**config.mk**
```make
export PLATFORM = sky130hd
export DESIGN_NAME = ram_copy_engine
export DESIGN_NICKNAME = d
export VERILOG_FILES = /design/src/rtl/data_ram_pkg.sv /design/src/rtl/ram_copy_engine.sv
export SDC_FILE = /design/constraint.sdc
export NUM_CORES = 1
export LEC_CHECK = 0
export CAP_MARGIN = 15
export CORE_MARGIN = 4
export CORE_UTILIZATION = 45
export DETAILED_ROUTE_END_ITERATION = 8
export PLACE_DENSITY = 0.66
export SLEW_MARGIN = 20
export SYNTH_ARGS = -nofsm -noshare
export SYNTH_HDL_FRONTEND = slang
export SYNTH_SLANG_ARGS = --single-unit
```
**constraint.sdc**
```tcl
create_clock -name clk -period 4.4 [get_ports clk]
set_input_delay 0.44 -clock clk [delete_from_list [all_inputs] [get_ports clk]]
set_output_delay 0.44 -clock clk [all_outputs]
set_load 0.02 [all_outputs]
```
**src/rtl/data_ram_pkg.sv**
```systemverilog
// Shared definitions for the data_ram block-copy engine: FSM encoding,
// command modes and default bus geometry.
package data_ram_pkg;

  localparam int DEF_DATA_WIDTH = 8;
  localparam int DEF_ADDR_WIDTH = 8;

  localparam logic MODE_COPY = 1'b0;
  localparam logic MODE_FILL = 1'b1;

  typedef enum logic [1:0] {
    ST_IDLE = 2'd0,
    ST_RD   = 2'd1,
    ST_WR   = 2'd2,
    ST_FIN  = 2'd3
  } state_e;

endpackage

```
**src/rtl/ram_copy_engine.sv**
```systemverilog
// Block COPY/FILL initiator for data_ram. COPY alternates RD/WR per word,
// FILL writes one word per cycle; overlapping forward copies run descending.
module ram_copy_engine
  import data_ram_pkg::*;
#(
  parameter int DATA_WIDTH = DEF_DATA_WIDTH,
  parameter int ADDR_WIDTH = DEF_ADDR_WIDTH
) (
  input  logic                  clk,
  input  logic                  reset_n,
  input  logic                  start,
  input  logic                  mode,
  input  logic [ADDR_WIDTH-1:0] src_addr,
  input  logic [ADDR_WIDTH-1:0] dst_addr,
  input  logic [ADDR_WIDTH:0]   len,
  input  logic [DATA_WIDTH-1:0] fill_data,
  input  logic                  abort,
  output logic                  busy,
  output logic                  done,
  output logic                  aborted,
  output logic                  ram_we,
  output logic [DATA_WIDTH-1:0] ram_data,
  output logic [ADDR_WIDTH-1:0] ram_address,
  input  logic [DATA_WIDTH-1:0] ram_q
);

  localparam logic [ADDR_WIDTH:0] MAX_COUNT = {1'b1, {ADDR_WIDTH{1'b0}}};

  state_e                state_q;
  logic                  mode_q;
  logic                  desc_q;
  logic                  aborted_q;
  logic [ADDR_WIDTH-1:0] srcPtr_q;
  logic [ADDR_WIDTH-1:0] dstPtr_q;
  logic [ADDR_WIDTH:0]   count_q;
  logic [DATA_WIDTH-1:0] fill_q;

  logic [ADDR_WIDTH:0]   startCount_d;
  logic [ADDR_WIDTH-1:0] startDelta_d;
  logic [ADDR_WIDTH-1:0] startSpan_d;
  logic                  startDesc_d;
  logic [ADDR_WIDTH-1:0] srcStart_d;
  logic [ADDR_WIDTH-1:0] dstStart_d;
  logic [ADDR_WIDTH-1:0] srcPtr_d;
  logic [ADDR_WIDTH-1:0] dstPtr_d;

  // Descending order only when the destination lies inside the source window ahead of it.
  always_comb begin
    startCount_d = len[ADDR_WIDTH] ? MAX_COUNT : len;
    startDelta_d = dst_addr - src_addr;
    startSpan_d  = startCount_d[ADDR_WIDTH-1:0] - ADDR_WIDTH'(1);
    startDesc_d  = (mode == MODE_COPY) && (startDelta_d != '0) &&
                   ({1'b0, startDelta_d} < startCount_d);
    srcStart_d   = startDesc_d ? src_addr + startSpan_d : src_addr;
    dstStart_d   = startDesc_d ? dst_addr + startSpan_d : dst_addr;
    srcPtr_d     = desc_q ? srcPtr_q - ADDR_WIDTH'(1) : srcPtr_q + ADDR_WIDTH'(1);
    dstPtr_d     = desc_q ? dstPtr_q - ADDR_WIDTH'(1) : dstPtr_q + ADDR_WIDTH'(1);
  end

  always_ff @(posedge clk) begin
    if (!reset_n) begin
      state_q   <= ST_IDLE;
      mode_q    <= MODE_COPY;
      desc_q    <= 1'b0;
      aborted_q <= 1'b0;
      srcPtr_q  <= '0;
      dstPtr_q  <= '0;
      count_q   <= '0;
      fill_q    <= '0;
    end else begin
      case (state_q)
        ST_IDLE: begin
          if (start) begin
            mode_q    <= mode;
            desc_q    <= startDesc_d;
            aborted_q <= 1'b0;
            srcPtr_q  <= srcStart_d;
            dstPtr_q  <= dstStart_d;
            count_q   <= startCount_d;
            fill_q    <= fill_data;
            if (startCount_d == '0)      state_q <= ST_FIN;
            else if (mode == MODE_FILL)  state_q <= ST_WR;
            else                         state_q <= ST_RD;
          end
        end
        ST_RD: begin
          if (abort) begin
            aborted_q <= 1'b1;
            state_q   <= ST_FIN;
          end else begin
            state_q <= ST_WR;
          end
        end
        ST_WR: begin
          if (abort) begin
            aborted_q <= 1'b1;
            state_q   <= ST_FIN;
          end else begin
            srcPtr_q <= srcPtr_d;
            dstPtr_q <= dstPtr_d;
            count_q  <= count_q - (ADDR_WIDTH+1)'(1);
            if (count_q == (ADDR_WIDTH+1)'(1)) state_q <= ST_FIN;
            else if (mode_q == MODE_FILL)       state_q <= ST_WR;
            else                                state_q <= ST_RD;
          end
        end
        ST_FIN:  state_q <= ST_IDLE;
        default: state_q <= ST_IDLE;
      endcase
    end
  end

  // RAM bus is decoded from state so start never reaches it in the same cycle.
  always_comb begin
    busy        = (state_q == ST_RD) || (state_q == ST_WR);
    done        = (state_q == ST_FIN);
    aborted     = (state_q == ST_FIN) && aborted_q;
    ram_we      = (state_q == ST_WR) && !abort;
    ram_address = '0;
    ram_data    = '0;
    if (state_q == ST_RD) begin
      ram_address = srcPtr_q;
    end else if (state_q == ST_WR) begin
      ram_address = dstPtr_q;
      ram_data    = (mode_q == MODE_FILL) ? fill_q : ram_q;
    end
  end

endmodule

```
* Yosys cells after proc, flatten, opt, wreduce, memory -nomap -nowiden
Index checks and enable logic that the tools add are counted.
** Word-level totals
- Logic and storage cells :: 71
- Register bits :: 38
- Output and inout port bits :: 20
** Cells by class
- Reductions and logical operators :: 15
- Add/sub/neg operators :: 9
- Equal/unequal tests :: 7
- Magnitude comparators :: 1
- Bitwise gates (word level) :: 1
- Muxes and demuxes :: 30
** Operator list (number)
- $mux W8 :: 13
- $pmux W8 S2 :: 2
- $mux W9 :: 3
- $sub A8 B1 Y8 const B :: 3
- $pmux W9 S2 :: 1
- $add A8 B1 Y8 const B :: 2
- $add A8 B8 Y8 :: 2
- $mux W2 :: 6
- $eq A9 B1 Y1 const B :: 1
- $logic_not A9 Y1 :: 1
- $lt A8 B9 Y1 :: 1
- $sub A9 B1 Y9 const B :: 1
- $pmux W2 S4 :: 1
- $reduce_bool A8 Y1 :: 1
- $sub A8 B8 Y8 :: 1
- $reduce_and A3 Y1 :: 2
- $eq A2 B2 Y1 const B :: 2
- $logic_and A1 B1 Y1 :: 4
- $ne A2 B2 Y1 const B :: 2
- $reduce_bool A2 Y1 :: 2
- $mux W1 :: 3
- $eq A2 B1 Y1 const B :: 1
- $logic_not A2 Y1 :: 1
- $ne A2 B1 Y1 const B :: 1
- 6 further kinds :: 6

* Depth between registers and ports, before layout
Gate-level depths: netlist (run 1).
- Depth after elaboration :: 7
- Gate-level depth with buffers :: 16
- Depth with buffers taken out :: 15

* Worst setup path before layout (run 1)
Ideal clock, no wire load.
- Path type :: input -> register
- Start :: input port dst_addr[0]
- End :: register dstPtr_q[1]
- Data arrival time :: 3254 ps
- Stages on the path :: 15
- Setup time :: 130 ps
- Slack :: 1016 ps
- Path through :: inv_1 ha_1 inv_1 fa_1 a211oi_2 nor2_1 xnor2_1 ha_1 a2111oi_0 o21ai_0 a31o_2 a31oi_4 buf_12 mux2i_1 o22ai_1
** Between the ends
- Longest elaborated chain between the ends :: 7
** Ends and longest elaborated chain
- start: declaration :: line ram_copy_engine.sv:14 : input logic [ADDR_WIDTH-1:0] dst_addr,
- parallel branches: the longest is 4 deep, another holds $lt A8 B9 Y1
- $mux W8 (*) :: line ram_copy_engine.sv:55 : dstStart_d = startDesc_d ? dst_addr + startSpan_d : dst_addr;
- $mux W8 (*) :: line ram_copy_engine.sv:73 : if (start) begin
- $pmux W8 S2 (*) :: line ram_copy_engine.sv:71 : case (state_q)
- end signal: assignment :: line ram_copy_engine.sv:78 : dstPtr_q <= dstStart_d;
- end signal: assignment :: line ram_copy_engine.sv:100 : dstPtr_q <= dstPtr_d;
- end: declaration :: line ram_copy_engine.sv:34 : logic [ADDR_WIDTH-1:0] dstPtr_q;
Mark *: on every way between the ends. The select of a mux whose other input is x is not followed.
A chain may end at the register's enable or synchronous reset.

* Worst setup path in the final report (run 1)
- Start :: input port src_addr[0]
- End :: register srcPtr_q[0]
** Between the ends
- Longest elaborated chain between the ends :: 7
** Ends and longest elaborated chain
- start: declaration :: line ram_copy_engine.sv:13 : input logic [ADDR_WIDTH-1:0] src_addr,
- parallel branches: the longest is 4 deep, another holds $lt A8 B9 Y1
- $mux W8 (*) :: line ram_copy_engine.sv:54 : srcStart_d = startDesc_d ? src_addr + startSpan_d : src_addr;
- $mux W8 (*) :: line ram_copy_engine.sv:73
- $pmux W8 S2 (*) :: line ram_copy_engine.sv:71
- end signal: assignment :: line ram_copy_engine.sv:77 : srcPtr_q <= srcStart_d;
- end signal: assignment :: line ram_copy_engine.sv:99 : srcPtr_q <= srcPtr_d;
- end: declaration :: line ram_copy_engine.sv:33 : logic [ADDR_WIDTH-1:0] srcPtr_q;
Marked as above.

==> results.cfg, run 1 <==
[yosys]
synthDistinctLibCells = 58
synth_ff_type = dfxtp_1
async_reset_ff_share_pct = 0
synth_nets = 627
synth_area_mm2 = 0.00400
syn_inst = 528
ys_seq_area_share_pct = 19.0
synth_area_leader_cell = dfxtp_1
synth_top_area_share_pct = 19.0
synth-edff-count = 0
ys_top_cells_by_area = dfxtp_1 (19%), ha_1 (15%), a21oi_1 (6.6%)
ys_ff_latch = 38
syn_area_per_cell_um2 = 7.58
synth_warnings = 0

[detailed_routing]
dr_total_vias = 3900
drc = 0
vias_per_cell = 5.64
wl_per_cell_um = 15.5
wl_um = 10700
postRouteAntennaNets = 0
first_iter_violations = 264
dr.pass1.iters = 4

[layout]
area_growth_pct = 20.8
diodes = 0
multi_input_area_mm2 = 0.00302
drive_above_1_share_pct = 3.94
nets = 682
final_cells = 692
fillers = 843
regArea_um2 = 761

[floorplanning]
coreArea_mm2 = 0.00868
die_h_um = 102
rows = 34
dieArea_mm2 = 0.0105
start_util_pct = 46.1
io_pins = 66
die_x_um = 102

[power]
p_total_mw = 2.25
switching_share_pct = 47.7
combPwrFrac_pct = 63.3
pwr-share-seq_pct = 25.8
p_leak_nw = 1.93
switchingPower_mw = 1.07
intPower_mw = 1.18
p_clk_share_pct = 10.9
ir_worst_vdd_uv = 158
p_per_area_mw_per_mm2 = 466

[sta]
drv_slew = 0
post-route-period-util_pct = 89.4
worstMarginPinSlew_ns = 0.971
hold_viol_final = 0
tns_ns = 0
fin_hold_ws_ns = 0.461
timing.slew.headroom_pct = 35.2
max_freq_ghz = 0.254
fin_skew_ns = 0.00887
setup_violations = 0
setup_slack_ns = 0.465
layout_min_cycle_time_ns = 3.93
rsz0062_at_grt = false

[cts]
cts_setup_buffers = 0
cts-htree-levels = 2
cts_buffers = 5
clkSinkCount = 38
clockBufferDepth = 2
cts.clk_slew.worst_paths_ns = 0.08
root_buffer = clkbuf_8
cts_hold_buffers = 0
cts_tree = done
cts_resized = 0
insertion_delay_ns = 0.28

[place]
dp_slack_ns = 0.155
place_congestion = 0.878
placedCellCount = 684
numPortBuffers = 65
dp_hpwl_um = 8610

[global_route]
grt_max_degree = 35
grt_overflow_total = 0
grt_pass1_wl_um = 17400
antenna_found_initial = 0
grt.total_usage_pct = 20.5
grt_pass1_vias = 3532

[run]
cap_violations = 0

[worst_setup_path]
crit_fanout = 18
crit_arrival_ns = 4.06
start_kind = primary input
regToRegSetupSlack_ns = 1.33
worst_setup_path_end_kind = flop
cp.required_ns = 4.52
crit_type = primary input to flop

[min_path]
hp-class = flop to flop

[outcome]
status = completed
==> layer usage <==
metal  wire, µm  GRT usage [%]
met1       5100           29.7
met2       4940           33.0
met3        511           1.71
met4        171           4.54
met5          0              0
==> state kept, by name (all words and copies together) (netlist names) <==
| name | count |
|---|---|
| aborted_q | 1 |
| mode_q | 1 |
| srcPtr_q | 8 |
| fill_q | 8 |
| dstPtr_q | 8 |
| state_q | 2 |
| count_q | 9 |
| desc_q | 1 |
==> worst max-delay path, cell delays in order <==
cell	delay [ns]
clkdlybuf4s50_1	0.52
ha_1	0.17
inv_1	0.05
fa_1	0.41
a211oi_2	0.29
nor2_1	0.10
xnor2_1	0.23
ha_1	0.29
a2111oi_0	0.38
o21ai_0	0.19
a31o_2	0.27
a31oi_4	0.17
buf_12	0.19
mux2i_1	0.25
a21oi_1	0.09
==> power groups by stage <==
stage	clock [mW]	sequential (mW)	combinational (mW)
final	0.245	0.580	1.43
after global routing	0.271	0.596	1.59
after CTS	0.254	0.577	1.42
after detailed placement	0	0.585	1.41
after global placement	0	0.585	1.39
after floorplan	0	0.544	1.05
==> per-stage QoR <==
step                area (µm²)  utilization, %
finish                    4830            55.7
global route              4830            55.7
CTS                       4830            55.7
detailed placement        4740            54.6
global placement          4740            54.6
floorplan                 4000               -
==> path summary, 6_finish.rpt <==
check / depth (start not counted) / to / from
worst max register to register: 9 / dstPtr_q[6]$_SDFFE_PN0P_ / desc_q$_SDFFE_PN0P_
worst min register to register: 2 / fill_q[4]$_SDFFE_PN0P_ / fill_q[4]$_SDFFE_PN0P_
worst min-delay path: 2 / fill_q[4]$_SDFFE_PN0P_ / fill_q[4]$_SDFFE_PN0P_
worst max-delay path: 15 / srcPtr_q[0]$_SDFFE_PN0P_ / src_addr[0]
==> kinds of logic after synthesis <==
logic type               after synthesis  synth area share, %
flip-flops                            38                 19.0
AND/OR/NAND/NOR                      179                 21.4
XOR/XNOR                              31                 6.78
multiplexers                          23                 5.78
buffers and inverters                 54                 5.50
AO/OA/AOI/OAI                        150                 24.0
adder cells (fa/ha/maj)               53                 17.5
==> cell usage in the layout, fill, tap and decap left out, types with 7 or more instances in the layout <==
| master | Yosys | final |
|---|---|---|
| o211ai_1 | 7 | 7 |
| o22ai_1 | 7 | 7 |
| nor2_1 | 48 | 48 |
| nand2b_1 | 18 | 18 |
| a21oi_1 | 53 | 53 |
| nor3_1 | 10 | 10 |
| and2_1 | 8 | 8 |
| inv_1 | 30 | 30 |
| ha_1 | 48 | 48 |
| clkdlybuf4s50_1 | 0 | 65 |
| nand2_1 | 56 | 56 |
| dfxtp_1 | 38 | 38 |
| o21ai_0 | 30 | 29 |
| mux2i_1 | 22 | 22 |
| xor2_1 | 11 | 11 |
| nand3_1 | 13 | 13 |
| xnor2_1 | 20 | 20 |
==> synth_stat cells (7+ instances only) <==
cell,instances
nor3_1,10
a21oi_1,53
o211ai_1,7
inv_1,30
nand2_1,56
o21ai_0,30
clkbuf_1,20
nand3_1,13
and2_1,8
o22ai_1,7
dfxtp_1,38
nand2b_1,18
mux2i_1,22
ha_1,48
nor2_1,48
xnor2_1,20
xor2_1,11
==> cell type report <==
class / instances / share of cell area, %
Clock buffer: 6 / 1.71
Clock inverter: 2 / 0.259
Inverter: 32 / 2.49
Multi-Input combinational cell: 436 / 62.5
Sequential cell: 38 / 15.7
Tap cell: 108 / 2.80
Timing Repair Buffer: 70 / 14.5
Power figures use the tool's default switching activity.
==> run 2, diff against run 1 <==
--- a/config.mk
+++ b/config.mk
@@ -6,8 +6,8 @@
 export NUM_CORES = 1
 export LEC_CHECK = 0
 export CAP_MARGIN = 15
-export CORE_MARGIN = 4
 export CORE_UTILIZATION = 45
+export CTS_CLUSTER_DIAMETER = 50
 export DETAILED_ROUTE_END_ITERATION = 8
 export PLACE_DENSITY = 0.66
 export SLEW_MARGIN = 20
==> results.cfg, run 2 (synthesis gave the netlist of run 1 again) <==
[worst_setup_path]
crit_fanout = 18
cp.required_ns = 4.54
rr_endpoint = srcPtr_q[6]$_SDFFE_PN0P_
regToRegSetupSlack_ns = 1.29
crit_type = primary input to flop
start_kind = primary input
r2r_cells = 9
worst_setup_path_end_kind = flop
crit_arrival_ns = 4.09
r2r-start = desc_q$_SDFFE_PN0P_

[floorplanning]
io_pins = 66
dieArea_mm2 = 0.00928
start_util_pct = 46.1
die_h_um = 96.3
die_x_um = 96.3
coreArea_mm2 = 0.00868
rows = 34

[layout]
final_util_pct = 55.6
diodes = 0
largest_register_ffs = 9
layout_commonest_cell = clkdlybuf4s50_1
multi_input_area_mm2 = 0.00302
final_cell_mix = clkdlybuf4s50_1 (65), nand2_1 (56), a21oi_1 (53)
fin_area_mm2 = 0.00482
area_growth_pct = 20.4
fillers = 842
nets = 682
final_cells = 692
regMostFlops = count_q
regArea_um2 = 761
drive_above_1_share_pct = 3.94

[global_route]
grt_pass1_vias = 3466
grt_max_degree = 35
antenna_found_initial = 0
grt_overflow_total = 0
grt.total_usage_pct = 23.0
grt_pass1_wl_um = 16700

[cts]
insertion_delay_ns = 0.29
cts_resized = 0
cts_buffers = 5
cts_hold_buffers = 0
clkSinkCount = 38
cts_tree = done
cts_setup_buffers = 0
clockBufferDepth = 2
cts-htree-levels = 2
cts.clk_slew.worst_paths_ns = 0.08
root_buffer = clkbuf_8

[outcome]
status = completed

[sta]
tns_ns = 0
timing.slew.headroom_pct = 35.4
worstMarginPinSlew_ns = 0.967
fin_skew_ns = 0.0108
hold_viol_final = 0
layout_min_cycle_time_ns = 3.95
rsz0062_at_grt = false
setup_slack_ns = 0.450
max_freq_ghz = 0.253
drv_slew = 0
post-route-period-util_pct = 89.8
setup_violations = 0

[place]
placedCellCount = 684
numPortBuffers = 65
placed_area_mm2 = 0.00473
dp_hpwl_um = 8180
place_congestion = 0.891
dp_slack_ns = 0.0923

[power]
p_leak_nw = 1.92
p_per_area_mw_per_mm2 = 467
ir_worst_vdd_uv = 176

[detailed_routing]
dr.pass1.iters = 4
wl_um = 10400
wl_per_cell_um = 15.1
dr_total_vias = 3933
vias_per_cell = 5.68
drc = 0
postRouteAntennaNets = 0
first_iter_violations = 212

[min_path]
hold_start = fill_q[5]$_SDFFE_PN0P_
hold_end = fill_q[5]$_SDFFE_PN0P_
holdPathStages = 2
hp-class = flop to flop

[run]
cap_violations = 0
==> run 2: worst max-delay path by stage <==
stage                startpoint                       end  slack, ns  cells past startpoint
floorplan           dst_addr[0]  dstPtr_q[1]$_SDFFE_PN0P_       1.02                     15
global placement    src_addr[1]  srcPtr_q[7]$_SDFFE_PN0P_       0.34                     14
detailed placement  src_addr[1]  dstPtr_q[1]$_SDFFE_PN0P_       0.09                     14
CTS                 src_addr[1]  dstPtr_q[1]$_SDFFE_PN0P_       0.40                     14
global route        src_addr[1]  srcPtr_q[6]$_SDFFE_PN0P_       0.24                     14
finish              src_addr[0]  srcPtr_q[3]$_SDFFE_PN0P_       0.45                     15
==> run 2: layout make-up <==
class                      instances  share of cell area (%)
multi-input combinational        436                    62.7
sequential                        38                    15.8
timing repair buffer              70                    14.3
tap                              108                    2.80
inverter                          32                    2.49
clock buffer                       6                    1.71
clock inverter                     2                   0.260
==> run 2: layer usage <==
metal	GRT usage [%]	share of wire, %
met1	32.1	48
met2	38.1	46
met3	2.21	4.0
met4	5.27	1.6
met5	0	0
==> run 2: critical path: stages <==
cell and delay (ns):
clkdlybuf4s50_1 0.53, ha_1 0.18, inv_1 0.05, fa_1 0.41, a211oi_2 0.26, nor2_1 0.10, xnor2_1 0.24, ha_1 0.30
a2111oi_0 0.39, o21ai_0 0.17, a31o_2 0.26, a31oi_4 0.13, buf_4 0.29, mux2i_1 0.25, a21oi_1 0.09
==> run 2: per-stage QoR <==
stage | power (mW) | hold WS, ns
floorplan | 1.59 | 0.436
global placement | 1.97 | 0.441
detailed placement | 1.99 | 0.446
CTS | 2.25 | 0.457
global route | 2.45 | 0.473
finish | 2.25 | 0.455
==> run 2: power by group <==
| part | internal (mW) | switching [mW] | total (mW) |
|---|---|---|---|
| Sequential | 0.465 | 0.115 | 0.579 |
| Clock | 0.126 | 0.130 | 0.256 |
| Combinational | 0.584 | 0.833 | 1.42 |
==> run 3, diff against run 2 <==
--- a/config.mk
+++ b/config.mk
@@ -6,10 +6,10 @@
 export NUM_CORES = 1
 export LEC_CHECK = 0
 export CAP_MARGIN = 15
-export CORE_UTILIZATION = 45
+export CORE_UTILIZATION = 40
 export CTS_CLUSTER_DIAMETER = 50
 export DETAILED_ROUTE_END_ITERATION = 8
-export PLACE_DENSITY = 0.66
+export PLACE_DENSITY = 0.6
 export SLEW_MARGIN = 20
 export SYNTH_ARGS = -nofsm -noshare
 export SYNTH_HDL_FRONTEND = slang
==> results.cfg, run 3 (synthesis gave the netlist of run 1 again) <==
[cts]
cts_hold_buffers = 0
root_buffer = clkbuf_8
clockBufferDepth = 2
cts_buffers = 5
cts-htree-levels = 2
cts.clk_slew.worst_paths_ns = 0.08
insertion_delay_ns = 0.29
cts_setup_buffers = 0
cts_tree = done
cts_resized = 0
clkSinkCount = 38

[power]
p_per_area_mw_per_mm2 = 461
p_leak_nw = 1.93
ir_worst_vdd_uv = 215

[run]
cap_violations = 0

[sta]
drv_slew = 0
layout_min_cycle_time_ns = 3.87
worstMarginPinSlew_ns = 0.972
max_freq_ghz = 0.258
hold_viol_final = 0
post-route-period-util_pct = 88.0
rsz0062_at_grt = false
fin_hold_ws_ns = 0.457
tns_ns = 0
fin_skew_ns = 0.00681
setup_violations = 0
timing.slew.headroom_pct = 35.2

[global_route]
gr-usage-met1_pct = 27.6
grt_overflow_total = 0
antenna_found_initial = 0
grt_pass1_wl_um = 17200
grt.total_usage_pct = 20.8
use_met3_pct = 1.92
grt_busiest_layer = met2
grt_max_degree = 35
grt_pass1_vias = 3652
met2_usage_pct = 35.5

[worst_setup_path]
start_kind = primary input
regToRegSetupSlack_ns = 1.33
crit_fanout = 18
cp.required_ns = 4.54
r2r-start = desc_q$_SDFFE_PN0P_
crit_arrival_ns = 4.01
crit_path_start = src_addr[0]
crit_type = primary input to flop
worst_setup_path_end_kind = flop

[layout]
drive_above_1_share_pct = 3.93
area_growth_pct = 21.2
multi_input_area_mm2 = 0.00302
regArea_um2 = 761
layout_commonest_cell = clkdlybuf4s50_1
nets = 683
largest_register_ffs = 9
diodes = 0
fillers = 1002
regMostFlops = count_q
final_cell_mix = clkdlybuf4s50_1 (65), nand2_1 (56), a21oi_1 (53)

[min_path]
hp-class = flop to flop
hold_start = fill_q[1]$_SDFFE_PN0P_

[place]
numPortBuffers = 65
place_congestion = 0.891
dp_hpwl_um = 8520

[floorplanning]
die_h_um = 102
coreArea_mm2 = 0.00973
io_pins = 66
start_util_pct = 41.1
rows = 36
dieArea_mm2 = 0.0104
die_x_um = 102

[detailed_routing]
wl_per_cell_um = 14.8
postRouteAntennaNets = 0
drc = 0
dr_total_vias = 3865
wl_um = 10600
first_iter_violations = 170
dr.pass1.iters = 4
vias_per_cell = 5.38

[outcome]
status = completed
-- run 3: cell types whose count changed in the layout (fill, tap and decap cells not counted) --
cell | before | now
clkbuf_8 | 6 | 5
clkinvlp_4 | 1 | 0
buf_4 | 5 | 6
clkbuf_1 | 0 | 1
clkinv_4 | 0 | 1
-- run 3: worst max-delay path: stages --
cell	delay (ns)
clkdlybuf4s50_1	0.52
ha_1	0.17
inv_1	0.05
fa_1	0.41
a211oi_2	0.26
nor2_1	0.10
xnor2_1	0.24
ha_1	0.29
a2111oi_0	0.32
o21ai_0	0.17
a31o_2	0.26
a31oi_4	0.13
buf_4	0.29
mux2i_1	0.26
a21oi_1	0.08
-- run 3: worst paths after layout --
| check | to | cells after the start |
|---|---|---|
| max | srcPtr_q[2]$_SDFFE_PN0P_ | 15 |
| min | fill_q[1]$_SDFFE_PN0P_ | 2 |
| max reg2reg | srcPtr_q[6]$_SDFFE_PN0P_ | 9 |
| min reg2reg | fill_q[1]$_SDFFE_PN0P_ | 2 |
-- run 3: area by class of cell --
cell class	count	share of cell area, %
Inverter	32	2.48
Timing Repair Buffer	71	14.3
Tap cell	133	3.43
Clock inverter	2	0.284
Multi-Input combinational cell	436	62.3
Sequential cell	38	15.7
Clock buffer	6	1.50
-- run 3: per-stage QoR --
step | util, % | cell area, µm² | total power [mW] | std cells | setup WS [ns]
floorplan | - | 4000 | 1.59 | 528 | 1.02
global placement | 49.0 | 4760 | 1.98 | 710 | 0.316
detailed placement | 49.0 | 4760 | 2.00 | 710 | 0.197
CTS | 49.9 | 4850 | 2.25 | 718 | 0.506
global route | 49.9 | 4850 | 2.44 | 718 | 0.148
finish | 49.9 | 4850 | 2.24 | 718 | 0.527
-- run 3: where the power goes --
part	internal, mW	switching (mW)
combinational	0.584	0.831
clock	0.112	0.128
sequential	0.465	0.116
total	1.16	1.07
-- run 3: per-layer routing --
metal	share of wire [%]	up-vias
met5	0	-
met4	2.0	0
met3	3.5	15
met2	46	79
met1	49	1765
li1	-	2006
